`src/rtl/sim_run_controller.sv`:
```
// Run controller for RV32I core simulation: sequences core reset, counts
// cycles and retirements, and ends the run on tohost, PC self-loop or timeout.
module sim_run_controller #(
    parameter int              XLEN         = 32,
    parameter int              RESET_CYCLES = 2,
    parameter int              MAX_CYCLES   = 500,
    parameter int              CNT_W        = 32,
    parameter logic [XLEN-1:0] TOHOST_ADDR  = XLEN'(32'h0000_1000),
    parameter int              LOOP_DETECT  = 1,
    parameter int              LOOP_REPEAT  = 4
) (
    input  logic             clk,
    input  logic             reset,
    input  logic [XLEN-1:0]  pc,
    input  logic             retire,
    input  logic             dmem_wren,
    input  logic [XLEN-1:0]  dmem_addr,
    input  logic [XLEN-1:0]  dmem_wdata,
    output logic             core_reset,
    output logic [CNT_W-1:0] cycle_count,
    output logic [CNT_W-1:0] instret_count,
    output logic             done,
    output logic             pass,
    output logic             timeout,
    output logic [XLEN-1:0]  exit_code
);

    localparam int HW = (RESET_CYCLES > 1) ? $clog2(RESET_CYCLES) : 1;
    localparam int LW = $clog2(LOOP_REPEAT + 1);

    localparam logic [HW-1:0]    HOLD_LAST = HW'(RESET_CYCLES - 1);
    localparam logic [LW-1:0]    LOOP_LAST = LW'(LOOP_REPEAT - 1);
    localparam logic [LW-1:0]    LOOP_SAT  = LW'(LOOP_REPEAT);
    localparam logic [CNT_W-1:0] CYC_LAST  = CNT_W'(MAX_CYCLES - 1);

    typedef enum logic [1:0] {
        HOLD,
        RUN,
        DONE
    } state_t;

    state_t          state;
    state_t          state_next;
    logic [HW-1:0]   hold_cnt;
    logic [LW-1:0]   loop_cnt;
    logic [XLEN-1:0] last_pc;
    logic            last_valid;
    logic            same_pc;
    logic            hit_tohost;
    logic            hit_loop;
    logic            hit_timeout;

    assign same_pc    = last_valid && (pc == last_pc);
    assign core_reset = (state != RUN);

    always_ff @(posedge clk) begin
        if (!reset) begin
            state <= HOLD;
        end else begin
            state <= state_next;
        end
    end

    always_comb begin
        state_next  = state;
        hit_tohost  = 1'b0;
        hit_loop    = 1'b0;
        hit_timeout = 1'b0;
        unique case (state)
            HOLD: begin
                if (hold_cnt == HOLD_LAST) begin
                    state_next = RUN;
                end
            end
            RUN: begin
                hit_tohost  = dmem_wren && (dmem_addr == TOHOST_ADDR);
                // Counter reaches LOOP_REPEAT on this retirement
                hit_loop    = (LOOP_DETECT != 0) && retire && same_pc
                              && (loop_cnt == LOOP_LAST);
                hit_timeout = (cycle_count == CYC_LAST);
                if (hit_tohost || hit_loop || hit_timeout) begin
                    state_next = DONE;
                end
            end
            default: begin
                state_next = state;
            end
        endcase
    end

    always_ff @(posedge clk) begin
        if (!reset) begin
            hold_cnt      <= '0;
            cycle_count   <= '0;
            instret_count <= '0;
            loop_cnt      <= '0;
            last_pc       <= '0;
            last_valid    <= 1'b0;
            done          <= 1'b0;
            pass          <= 1'b0;
            timeout       <= 1'b0;
            exit_code     <= '0;
        end else if (state == HOLD) begin
            hold_cnt   <= hold_cnt + HW'(1);
            loop_cnt   <= '0;
            last_valid <= 1'b0;
        end else if (state == RUN) begin
            cycle_count <= cycle_count + CNT_W'(1);
            if (retire) begin
                instret_count <= instret_count + CNT_W'(1);
                if (same_pc) begin
                    if (loop_cnt < LOOP_SAT) begin
                        loop_cnt <= loop_cnt + LW'(1);
                    end
                end else begin
                    loop_cnt   <= '0;
                    last_pc    <= pc;
                    last_valid <= 1'b1;
                end
            end
            if (hit_tohost) begin
                done      <= 1'b1;
                exit_code <= dmem_wdata;
                pass      <= (dmem_wdata == XLEN'(1));
            end else if (hit_loop) begin
                done      <= 1'b1;
                exit_code <= pc;
            end else if (hit_timeout) begin
                done      <= 1'b1;
                timeout   <= 1'b1;
                exit_code <= pc;
            end
        end
    end

endmodule
```
`config.mk`:
```
export PLATFORM = sky130hd
export DESIGN_NAME = sim_run_controller
export DESIGN_NICKNAME = d
export VERILOG_FILES = /design/src/rtl/sim_run_controller.sv
export SDC_FILE = /design/constraint.sdc
export NUM_CORES = 1
export LEC_CHECK = 0
export BUFFER_PORTS_ARGS = -buffer_cell sky130_fd_sc_hd__buf_2
export CAP_MARGIN = 10
export CORE_MARGIN = 2
export CORE_UTILIZATION = 54
export CTS_BUF_LIST = sky130_fd_sc_hd__clkbuf_8
export DETAILED_ROUTE_END_ITERATION = 16
export PLACE_DENSITY = 0.83
export RECOVER_POWER = 25
export SETUP_SLACK_MARGIN = 0.5
export SYNTH_ARGS = -nofsm -noshare
export SYNTH_HDL_FRONTEND = slang
export SYNTH_SLANG_ARGS = --single-unit
```
`constraint.sdc`:
```
create_clock -name clk -period 2.58 [get_ports clk]
set_clock_uncertainty 0.15 [all_clocks]
set_input_delay 0 -clock clk [delete_from_list [all_inputs] [get_ports clk]]
set_output_delay 0 -clock clk [all_outputs]
set_load 0.02 [all_outputs]
```
==> metrics.yaml, run 1 <==
run_status:
  status: "complete, no violations"
setup_path:
  r2r_slack_ns: 0.23
  required_ns: 2.78
  startpoint: "last_pc[18]$_SDFFE_PN0P_"
  critPathMaxStageDelay_ns: 0.58
  cp_slowest_cell: "or4_4"
  critPathCaptureType: "flip-flop"
  r2r_start: "last_pc[18]$_SDFFE_PN0P_"
  path_cells: "xnor2_2, nand4_1, or4_4, o311ai_4, buf_12, mux2i_1, nor2b_1"
  arrival_ns: 2.56
  critPathLaunchType: "flip-flop"
  cp_max_fo: 24
  critical_path_class: "reg2reg"
final_layout:
  n_fill_cell: 878
  fin_cells: 1191
  final_area_sq_um: 9530
  fin_nets: 1110
  areaGrowthSynthToFinish_pct: 39.7
  layout_commonest_cell: "buf_2"
  utilization_pct: 76.5
  drive_above_1_share_pct: 28.2
  n_antenna_cell: 0
  final_cell_mix: "buf_2, dfxtp_1, nand2_1, dlygate4sd3_1, mux2i_1"
logic_synthesis:
  synth_area_per_cell_sq_um: 9.42
  syn_nets: 828
  yosysTopAreaCellShare_pct: 40.5
  synth_edf_count: 0
  yosysTopAreaCell: "dfxtp_1"
  synth.distinct_cells: 43
  synth-async-reset-ratio_pct: 0
  yosys_register_bits: 138
  synth_warnings: 0
  synth_flop_cell: "dfxtp_1"
  seq_area_frac_synth_pct: 40.5
  synthTopCellsByArea: "dfxtp_1, mux2i_1, xnor2_1"
  synth_cells: 724
  syn_area_sq_um: 6820
routing:
  totalWireLength_um: 19600
  via_per_inst: 5.36
  drc: 0
  firstDrtPassIters: 6
  wl_per_cell_um: 16.4
  drt-initial-drc-count: 348
  ant_nets: 0
  vias: 6379
run:
  maxCapViolations: 0
die:
  core_sq_um: 12500
  initial_core_util_pct: 54.7
  pin_count: 200
  die_w_um: 116
  dieArea_sq_um: 13600
  std_cell_rows: 41
  die_h_um: 116
clocking:
  clk_path_buf_depth: 2
  cts-buffers-inserted: 17
  path_clk_slew_ns: 0.08
  cts_tree: "done"
  cts_sinks: 138
  clock-root-buffer: "clkbuf_8"
  h-tree-depth: 4
  clk_latency_ns: 0.47
timing:
  hold_violations: 0
  finalCriticalPeriod_ns: 2.35
  setup_viol: 0
  tns_ns: 0
  post-route-period-util_pct: 91.2
  fmax_mhz: 425
  maxSlewHeadroom_pct: 64.1
  maxSlewViolCount: 0
  worst_pin_slew_ns: 0.533
  grt_setup_unrepaired: "true"
pwr:
  power_mw: 4.59
  p_per_area_nw_per_um2: 481
  ir_drop_uv: 421
  power_leakage_nw: 3.91
global_route:
  track_usage_pct: 28.0
  antenna_found_initial: 0
  grt_pass1_wl_um: 29600
  grt_pass1_vias: 6180
  grt_max_degree: 99
  overflow: 0
min_path:
  hp-start: "dmem_addr[12]"
  hp-class: "in2reg"
placement:
  dp_cells: 1069
  dpl.hpwl_um: 11600
  io_buffers: 199
  post_dp_cell_area_sq_um: 8050
  place_congestion: 0.862
==> critical path, delay by kind of cell (launching register included) <==
family                 cells  cell delay (ns)
AND/OR/NAND/NOR            3             0.79
buffers and inverters      1             0.25
AO/OA/AOI/OAI              1             0.31
XOR/XNOR                   1             0.13
multiplexers               1             0.25
flip-flops                 1             0.34
==> power by group <==
group,switching (mW),internal (mW),leakage (nW)
clock,0.821,1.07,0.233
sequential,0.0292,2.16,1.13
combinational,0.243,0.270,2.55
==> routing by layer <==
| layer | wire length, um | GRT usage, % | vias to the layer above |
|---|---|---|---|
| li1 | - | - | 3065 |
| met3 | 1150 | 7.94 | 52 |
| met1 | 7940 | 31.7 | 3024 |
| met2 | 9850 | 49.6 | 238 |
| met5 | 0 | 0 | - |
| met4 | 618 | 11.7 | 0 |
==> registers in the layout, summed over array words and instances, names as in the netlist <==
| signal | flops |
|---|---|
| last_pc | 32 |
| timeout | 1 |
| exit_code | 32 |
| last_valid | 1 |
| hold_cnt | 1 |
| instret_count | 32 |
| pass | 1 |
| loop_cnt | 3 |
| cycle_count | 32 |
| state | 2 |
| done | 1 |
==> synth_stat cells (2+ instances only) <==
master / instances
or3_1: 15
nand2_1: 97
mux2_2: 13
or4_4: 2
o21ai_0: 13
xor2_1: 33
buf_2: 7
and2_1: 52
nor3_1: 9
ha_1: 4
inv_1: 8
a21boi_1: 8
clkbuf_1: 22
nor2_1: 13
mux2i_1: 64
o21a_1: 5
a31oi_1: 2
mux2_1: 19
and3_1: 16
xnor2_1: 50
nand4_1: 18
a21boi_0: 6
nand3_1: 23
nor2b_1: 38
dfxtp_1: 138
nor4_1: 23
buf_12: 3
and4_1: 8
==> metrics by stage <==
| step | setup slack, ns | hold slack (ns) |
|---|---|---|
| detailed placement | 0.268 | 0.133 |
| global route | 0.148 | 0.154 |
| CTS | 0.261 | -0.179 |
| finish | 0.226 | 0.114 |
| floorplan | 0.460 | -0.0154 |
| global placement | 0.324 | 0.125 |
==> logic make-up after synthesis <==
group | Yosys count | synth area share [%]
buffers and inverters | 43 | 3.37
AO/OA/AOI/OAI | 36 | 3.59
XOR/XNOR | 83 | 10.7
AND/OR/NAND/NOR | 324 | 26.5
adder cells (fa/ha/maj) | 4 | 0.734
multiplexers | 96 | 14.7
flip-flops | 138 | 40.5
==> path summary, 6_finish.rpt <==
kind | to | cells after the start
hold reg to reg | last_pc[19]$_SDFFE_PN0P_ | 2
hold / removal | timeout$_SDFFE_PN0P_ | 5
setup / recovery | exit_code[12]$_SDFFE_PN0P_ | 7
setup reg to reg | exit_code[12]$_SDFFE_PN0P_ | 7
==> repair_timing <==
item / 4_1_cts / 5_1_grt
pin swaps: 2 / 11
setup buffers: 7 / 11
hold buffers: 66 / 1
endpoints found under the hold margin: 100 / 1
resized for setup: 19 / 33
cloned: 4 / 1
setup endpoints to repair: 90 / 92
==> layout make-up <==
| class | instances | area [sq um] | share of cell area, % |
|---|---|---|---|
| clock inverters | 10 | 123 | 1.29 |
| flip-flops and latches | 138 | 2830 | 29.6 |
| repair buffers | 297 | 2010 | 21.0 |
| clock buffers | 22 | 303 | 3.18 |
| inverters | 9 | 36.3 | 0.381 |
| multi-input cells | 543 | 4020 | 42.2 |
| well taps | 172 | 215 | 2.26 |
(Power assumes the default switching activity.)
==> run 2: changes to the inputs <==
- PLACE_DENSITY: 0.83 -> not set
- PLACE_DENSITY_LB_ADDON: not set -> 0.12
==> run 2 against run 1 <==
Net effect: hold slack worse by 0.010 ns; design area up 1.1%; non-clock buffer count up 11; global-route usage up 0.57 points; largest cell class unchanged; clock-buffer cell count up 3; combinational power up 2%; largest power group unchanged.
==> metrics.yaml, run 2 (synthesis gave the netlist of run 1 again) <==
clocking:
  cts-buffers-inserted: 17
  path_clk_slew_ns: 0.08
  clk_path_buf_depth: 2
  h-tree-depth: 4
  cts_sinks: 138
  clock-root-buffer: "clkbuf_8"
  clk_latency_ns: 0.47
  cts_tree: "done"
setup_path:
  cp_max_fo: 6
  cp_slowest_cell: "or4_4"
  critPathMaxStageDelay_ns: 0.58
  critical_path_class: "reg2reg"
  critPathLaunchType: "flip-flop"
  critPathCaptureType: "flip-flop"
  required_ns: 2.79
  arrival_ns: 2.67
  path_cells: "xnor2_2, nand4_1, or4_4, o311ai_4, buf_4, clkbuf_16, mux2i_1, nor2b_1"
  reg2regPathDepth: 8
global_route:
  track_usage_pct: 28.6
  overflow: 0
  grt_max_degree: 70
  antenna_found_initial: 0
  grt_pass1_wl_um: 30300
  grt_pass1_vias: 6431
routing:
  firstDrtPassIters: 5
  drt-initial-drc-count: 518
  via_per_inst: 5.40
  wl_per_cell_um: 17.2
  vias: 6503
  drc: 0
  ant_nets: 0
  totalWireLength_um: 20700
final_layout:
  fin_nets: 1123
  final_area_sq_um: 9640
  seq_area_sq_um: 2830
  layout_commonest_cell: "buf_2"
  n_antenna_cell: 0
  n_fill_cell: 850
  areaGrowthSynthToFinish_pct: 41.2
  multi_input_area_sq_um: 4090
  drive_above_1_share_pct: 29.5
  utilization_pct: 77.3
  final_cell_mix: "buf_2, dfxtp_1, nand2_1, dlygate4sd3_1, mux2i_1"
  fin_cells: 1204
timing:
  fmax_mhz: 407
  setup_viol: 0
  maxSlewViolCount: 0
  fin_ws_ns: 0.121
  hold_violations: 0
  post-route-period-util_pct: 95.3
  fin_hold_ws_ns: 0.104
  grt_setup_unrepaired: "true"
  maxSlewHeadroom_pct: 58.4
  finalCriticalPeriod_ns: 2.46
  tns_ns: 0
  worst_pin_slew_ns: 0.625
placement:
  dpl.hpwl_um: 12300
  post_dp_cell_area_sq_um: 8040
  place_congestion: 0.821
  dp_slack_ns: 0.151
  io_buffers: 199
  dp_cells: 1069
die:
  dieArea_sq_um: 13600
  std_cell_rows: 41
  die_w_um: 116
  pin_count: 200
  die_h_um: 116
  core_sq_um: 12500
  initial_core_util_pct: 54.7
pwr:
  ir_drop_uv: 482
  power_leakage_nw: 3.92
  power_mw: 4.50
  p_per_area_nw_per_um2: 467
run_status:
  status: "complete, no violations"
run:
  maxCapViolations: 0
min_path:
  hp-class: "in2reg"
  whs_path_depth: 6
## run 2: timing repair
item	CTS	global route
pin swaps	4	18
endpoints found under the setup margin	86	92
cloned	1	5
buffers inserted	7	16
hold buffers	74	0
hold endpoints to repair	97	0
resized for setup	12	45
## run 2: routing by layer
| layer | share of wire, % | track usage, % | vias up |
|---|---|---|---|
| met5 | 0 | 0 | - |
| met4 | 4.2 | 13.0 | 0 |
| met3 | 5.6 | 6.69 | 70 |
| met2 | 52 | 51.7 | 235 |
| met1 | 38 | 31.9 | 3115 |
| li1 | - | - | 3083 |
## run 2: worst paths after layout
path                            startpoint                        end  slack [ns]
setup / recovery  last_pc[18]$_SDFFE_PN0P_  exit_code[8]$_SDFFE_PN0P_        0.12
hold reg to reg          done$_SDFFE_PN0P_          done$_SDFFE_PN0P_        0.32
setup reg to reg  last_pc[18]$_SDFFE_PN0P_  exit_code[8]$_SDFFE_PN0P_        0.12
hold / removal               dmem_addr[22]          pass$_SDFFE_PN0P_        0.10
## run 2: worst max-delay path, delay by kind of cell (launching register included)
family          cells  cell delay (ns)
compound gates      1             0.35
mux                 1             0.19
buf+inv             2             0.38
flops               1             0.34
simple gates        3             0.79
xor+xnor            1             0.15
## run 2: report_power, final
group / total, mW / internal, mW / leakage, nW / switching, mW
Combinational: 0.521 / 0.272 / 2.56 / 0.249
Sequential: 2.19 / 2.16 / 1.14 / 0.0303
Clock: 1.79 / 0.959 / 0.219 / 0.830
Total: 4.50 / 3.39 / 3.92 / 1.11
## run 2: area by class of cell
type | count | share of cell area (%)
Inverter | 9 | 0.377
Sequential cell | 138 | 29.4
Clock inverter | 7 | 0.623
Clock buffer | 25 | 3.57
Multi-Input combinational cell | 545 | 42.4
Tap cell | 172 | 2.23
Timing Repair Buffer | 308 | 21.4
==> run 3: changes to the inputs <==
- ABC_AREA: not set -> 1
- CORE_UTILIZATION: 54 -> 55
==> run 3 against run 2 <==
Net effect: highest routed layer unchanged; core utilization increased by 3.5 points; register-to-register slack better by 0.18 ns; largest cell class unchanged; clock power increased by 7%.
==> metrics.yaml, run 3 <==
setup_path:
  r2r_start: "last_pc[19]$_SDFFE_PN0P_"
  path_cells: "inv_1, or2_2, nand2_1, nor2_1, nand3_1, nor2_2, nand2_2, nand2_8, buf_4, clkbuf_16, o21ai_0, nor2_1"
  r2r_slack_ns: 0.30
  cp_common_cell: "nor2_1"
  reg2reg_to: "last_pc[14]$_SDFFE_PN0P_"
  startpoint: "last_pc[19]$_SDFFE_PN0P_"
  reg2regPathDepth: 12
  critical_path_class: "reg2reg"
  arrival_ns: 2.50
  critPathCaptureType: "flip-flop"
  critPathMaxStageDelay_ns: 0.31
  cp_max_fo: 13
  critPathLaunchType: "flip-flop"
  required_ns: 2.80
  cp_slowest_cell: "dfxtp_1"
  endpoint: "last_pc[14]$_SDFFE_PN0P_"
timing:
  worst_pin_slew_ns: 0.928
  grt_setup_unrepaired: "true"
  maxSlewViolCount: 0
  post-route-period-util_pct: 88.3
  fmax_mhz: 439
  maxSlewHeadroom_pct: 38.1
  hold_violations: 0
  finalCriticalPeriod_ns: 2.28
  tns_ns: 0
  setup_viol: 0
global_route:
  grt_max_degree: 89
  overflow: 0
  track_usage_pct: 29.9
  antenna_found_initial: 0
  grt_pass1_wl_um: 35100
  grt_pass1_vias: 7705
logic_synthesis:
  synth_common_cells: "nand2_1, nor2_1, inv_1, dfxtp_1, o21ai_0"
  syn_area_sq_um: 7390
  synth_flop_cell: "dfxtp_1"
  synth_cells: 1172
  yosys_register_bits: 138
  yosysTopAreaCellShare_pct: 37.4
  synth.distinct_cells: 34
  synth_area_per_cell_sq_um: 6.31
  synth_edf_count: 0
  muxShareOfSynthArea_pct: 0
  synth-compound-area-share_pct: 10.3
  synth_warnings: 0
  synth-async-reset-ratio_pct: 0
  synth_xor_xnor_area_share_pct: 4.38
  syn_nets: 1276
  synthAdderAreaFrac_pct: 0.677
  synth_top_family_by_area: "simple AND/OR/NAND/NOR gates"
  synthTopCellsByArea: "dfxtp_1, nand2_1, nor2_1"
  yosysMostFrequentCell: "nand2_1"
  seq_area_frac_synth_pct: 37.4
  synthSimpleGateAreaFrac_pct: 36.8
  yosysTopAreaCell: "dfxtp_1"
min_path:
  hp-class: "in2reg"
  whs_path_depth: 8
routing:
  wl_per_cell_um: 15.8
  via_per_inst: 5.40
  firstDrtPassIters: 7
  drt-initial-drc-count: 940
  ant_nets: 0
  drc: 0
  totalWireLength_um: 26400
  vias: 9005
final_layout:
  fin_cells: 1667
  drive_above_1_share_pct: 23.7
  fin_nets: 1582
  layout_commonest_cell: "nand2_1"
  n_antenna_cell: 0
  final_cell_mix: "nand2_1, nor2_1, inv_1, buf_2, dfxtp_1"
  areaGrowthSynthToFinish_pct: 44.2
pwr:
  power_leakage_nw: 4.77
  p_comb_share_pct: 13.8
  p_sw_share_pct: 25.4
  p_sw_mw: 1.22
  ir_drop_uv: 345
  p_int_mw: 3.58
  p_per_area_nw_per_um2: 450
  p_seq_share_pct: 46.2
  power_frac_clock_pct: 40.0
clocking:
  cts_tree: "done"
  path_clk_slew_ns: 0.08
  cts-buffers-inserted: 17
  cts_sinks: 138
  clk_path_buf_depth: 2
  h-tree-depth: 4
  clk_latency_ns: 0.44
  clock-root-buffer: "clkbuf_8"
die:
  std_cell_rows: 42
  die_w_um: 120
  die_h_um: 120
  initial_core_util_pct: 56.1
  dieArea_sq_um: 14400
  core_sq_um: 13200
  pin_count: 200
placement:
  io_buffers: 199
  dpl.hpwl_um: 14300
  place_congestion: 0.895
  dp_cells: 1520
run:
  maxCapViolations: 0
run_status:
  status: "complete, no violations"
run 3: changes by cell type after synthesis, sizes merged, moves of 31 or more:
cell   previous run  this run
nor3             10        41
nor2b            38         0
nor2             13       203
mux2i            64         0
inv               9       166
o21ai            13        74
xnor2            50        17
and2             52         1
a21oi             0        67
mux2             32         0
nand2            97       306
run 3: per-stage QoR:
| stage | utilization (%) | cell area [sq um] | total power [mW] | worst slack, ns | hold slack (ns) |
|---|---|---|---|---|---|
| 6_report | 80.8 | 10700 | 4.80 | 0.301 | 0.185 |
| 5_1_grt | 80.8 | 10700 | 4.94 | 0.193 | 0.251 |
| 4_1_cts | 74.1 | 9770 | 4.66 | 0.500 | 0.216 |
| 3_5_place_dp | 64.8 | 8550 | 2.69 | 0.291 | 0.142 |
| 3_3_place_gp | 64.8 | 8550 | 2.68 | 0.345 | 0.129 |
| 2_1_floorplan | - | 7390 | 2.51 | 0.516 | 0.0167 |
run 3: how the worst min path moves through the flow:
stage,startpoint,slack [ns],end
final,dmem_addr[21],0.19,pass$_SDFFE_PN0P_
after global routing,dmem_addr[16],0.25,pass$_SDFFE_PN0P_
after CTS,dmem_addr[21],0.22,pass$_SDFFE_PN0P_
after detailed placement,pc[21],0.14,last_pc[21]$_SDFFE_PN0P_
after global placement,pc[21],0.13,last_pc[21]$_SDFFE_PN0P_
after floorplan,pc[10],0.02,last_pc[10]$_SDFFE_PN0P_
run 3: what timing repair did:
item,in CTS,in global routing
pin swaps,4,47
cloned,0,16
setup endpoints to repair,51,93
hold buffers,70,0
gates resized for setup,12,155
setup buffers,6,23
endpoints found under the hold margin,73,0
run 3: layer usage:
layer / share of wire, % / track usage, % / up-vias
li1: - / - / 4305
met1: 39 / 37.9 / 4032
met2: 47 / 50.6 / 556
met3: 9.8 / 4.85 / 112
met4: 4.1 / 11.8 / 0
met5: 0 / 0 / -
run 3: worst max-delay path, delay by kind of cell, from the launching register on:
family / cells / cell delay, ns
buffers and inverters: 3 / 0.39
AND/OR/NAND/NOR: 8 / 1.23
flip-flops: 1 / 0.31
AO/OA/AOI/OAI: 1 / 0.13
run 3: cell families (layout without fill, tap and decap cells):
kind of cell,count (synthesis),count (layout)
AOI/OAI and AO/OA,148,148
xor gates and xnor gates,37,37
adders and majority gates,4,4
buffers and inverters,203,521
DFF,138,138
and+or+nand+nor,642,643
run 3: power groups by stage:
stage	registers (mW)	logic, mW	clock network, mW
5_1_grt	2.22	0.709	2.01
4_1_cts	2.21	0.524	1.92
3_5_place_dp	2.26	0.430	0
2_1_floorplan	2.26	0.250	0
6_report	2.22	0.661	1.92
3_3_place_gp	2.26	0.424	0
run 3: final cells by class:
class,instances,area [sq um]
well taps,176,220
inverters,166,629
flip-flops and latches,138,2790
fillers,939,2530
clock buffers,23,317
multi-input cells,832,4290
clock inverters,9,118
repair buffers,322,2290
repair inverters,1,7.51
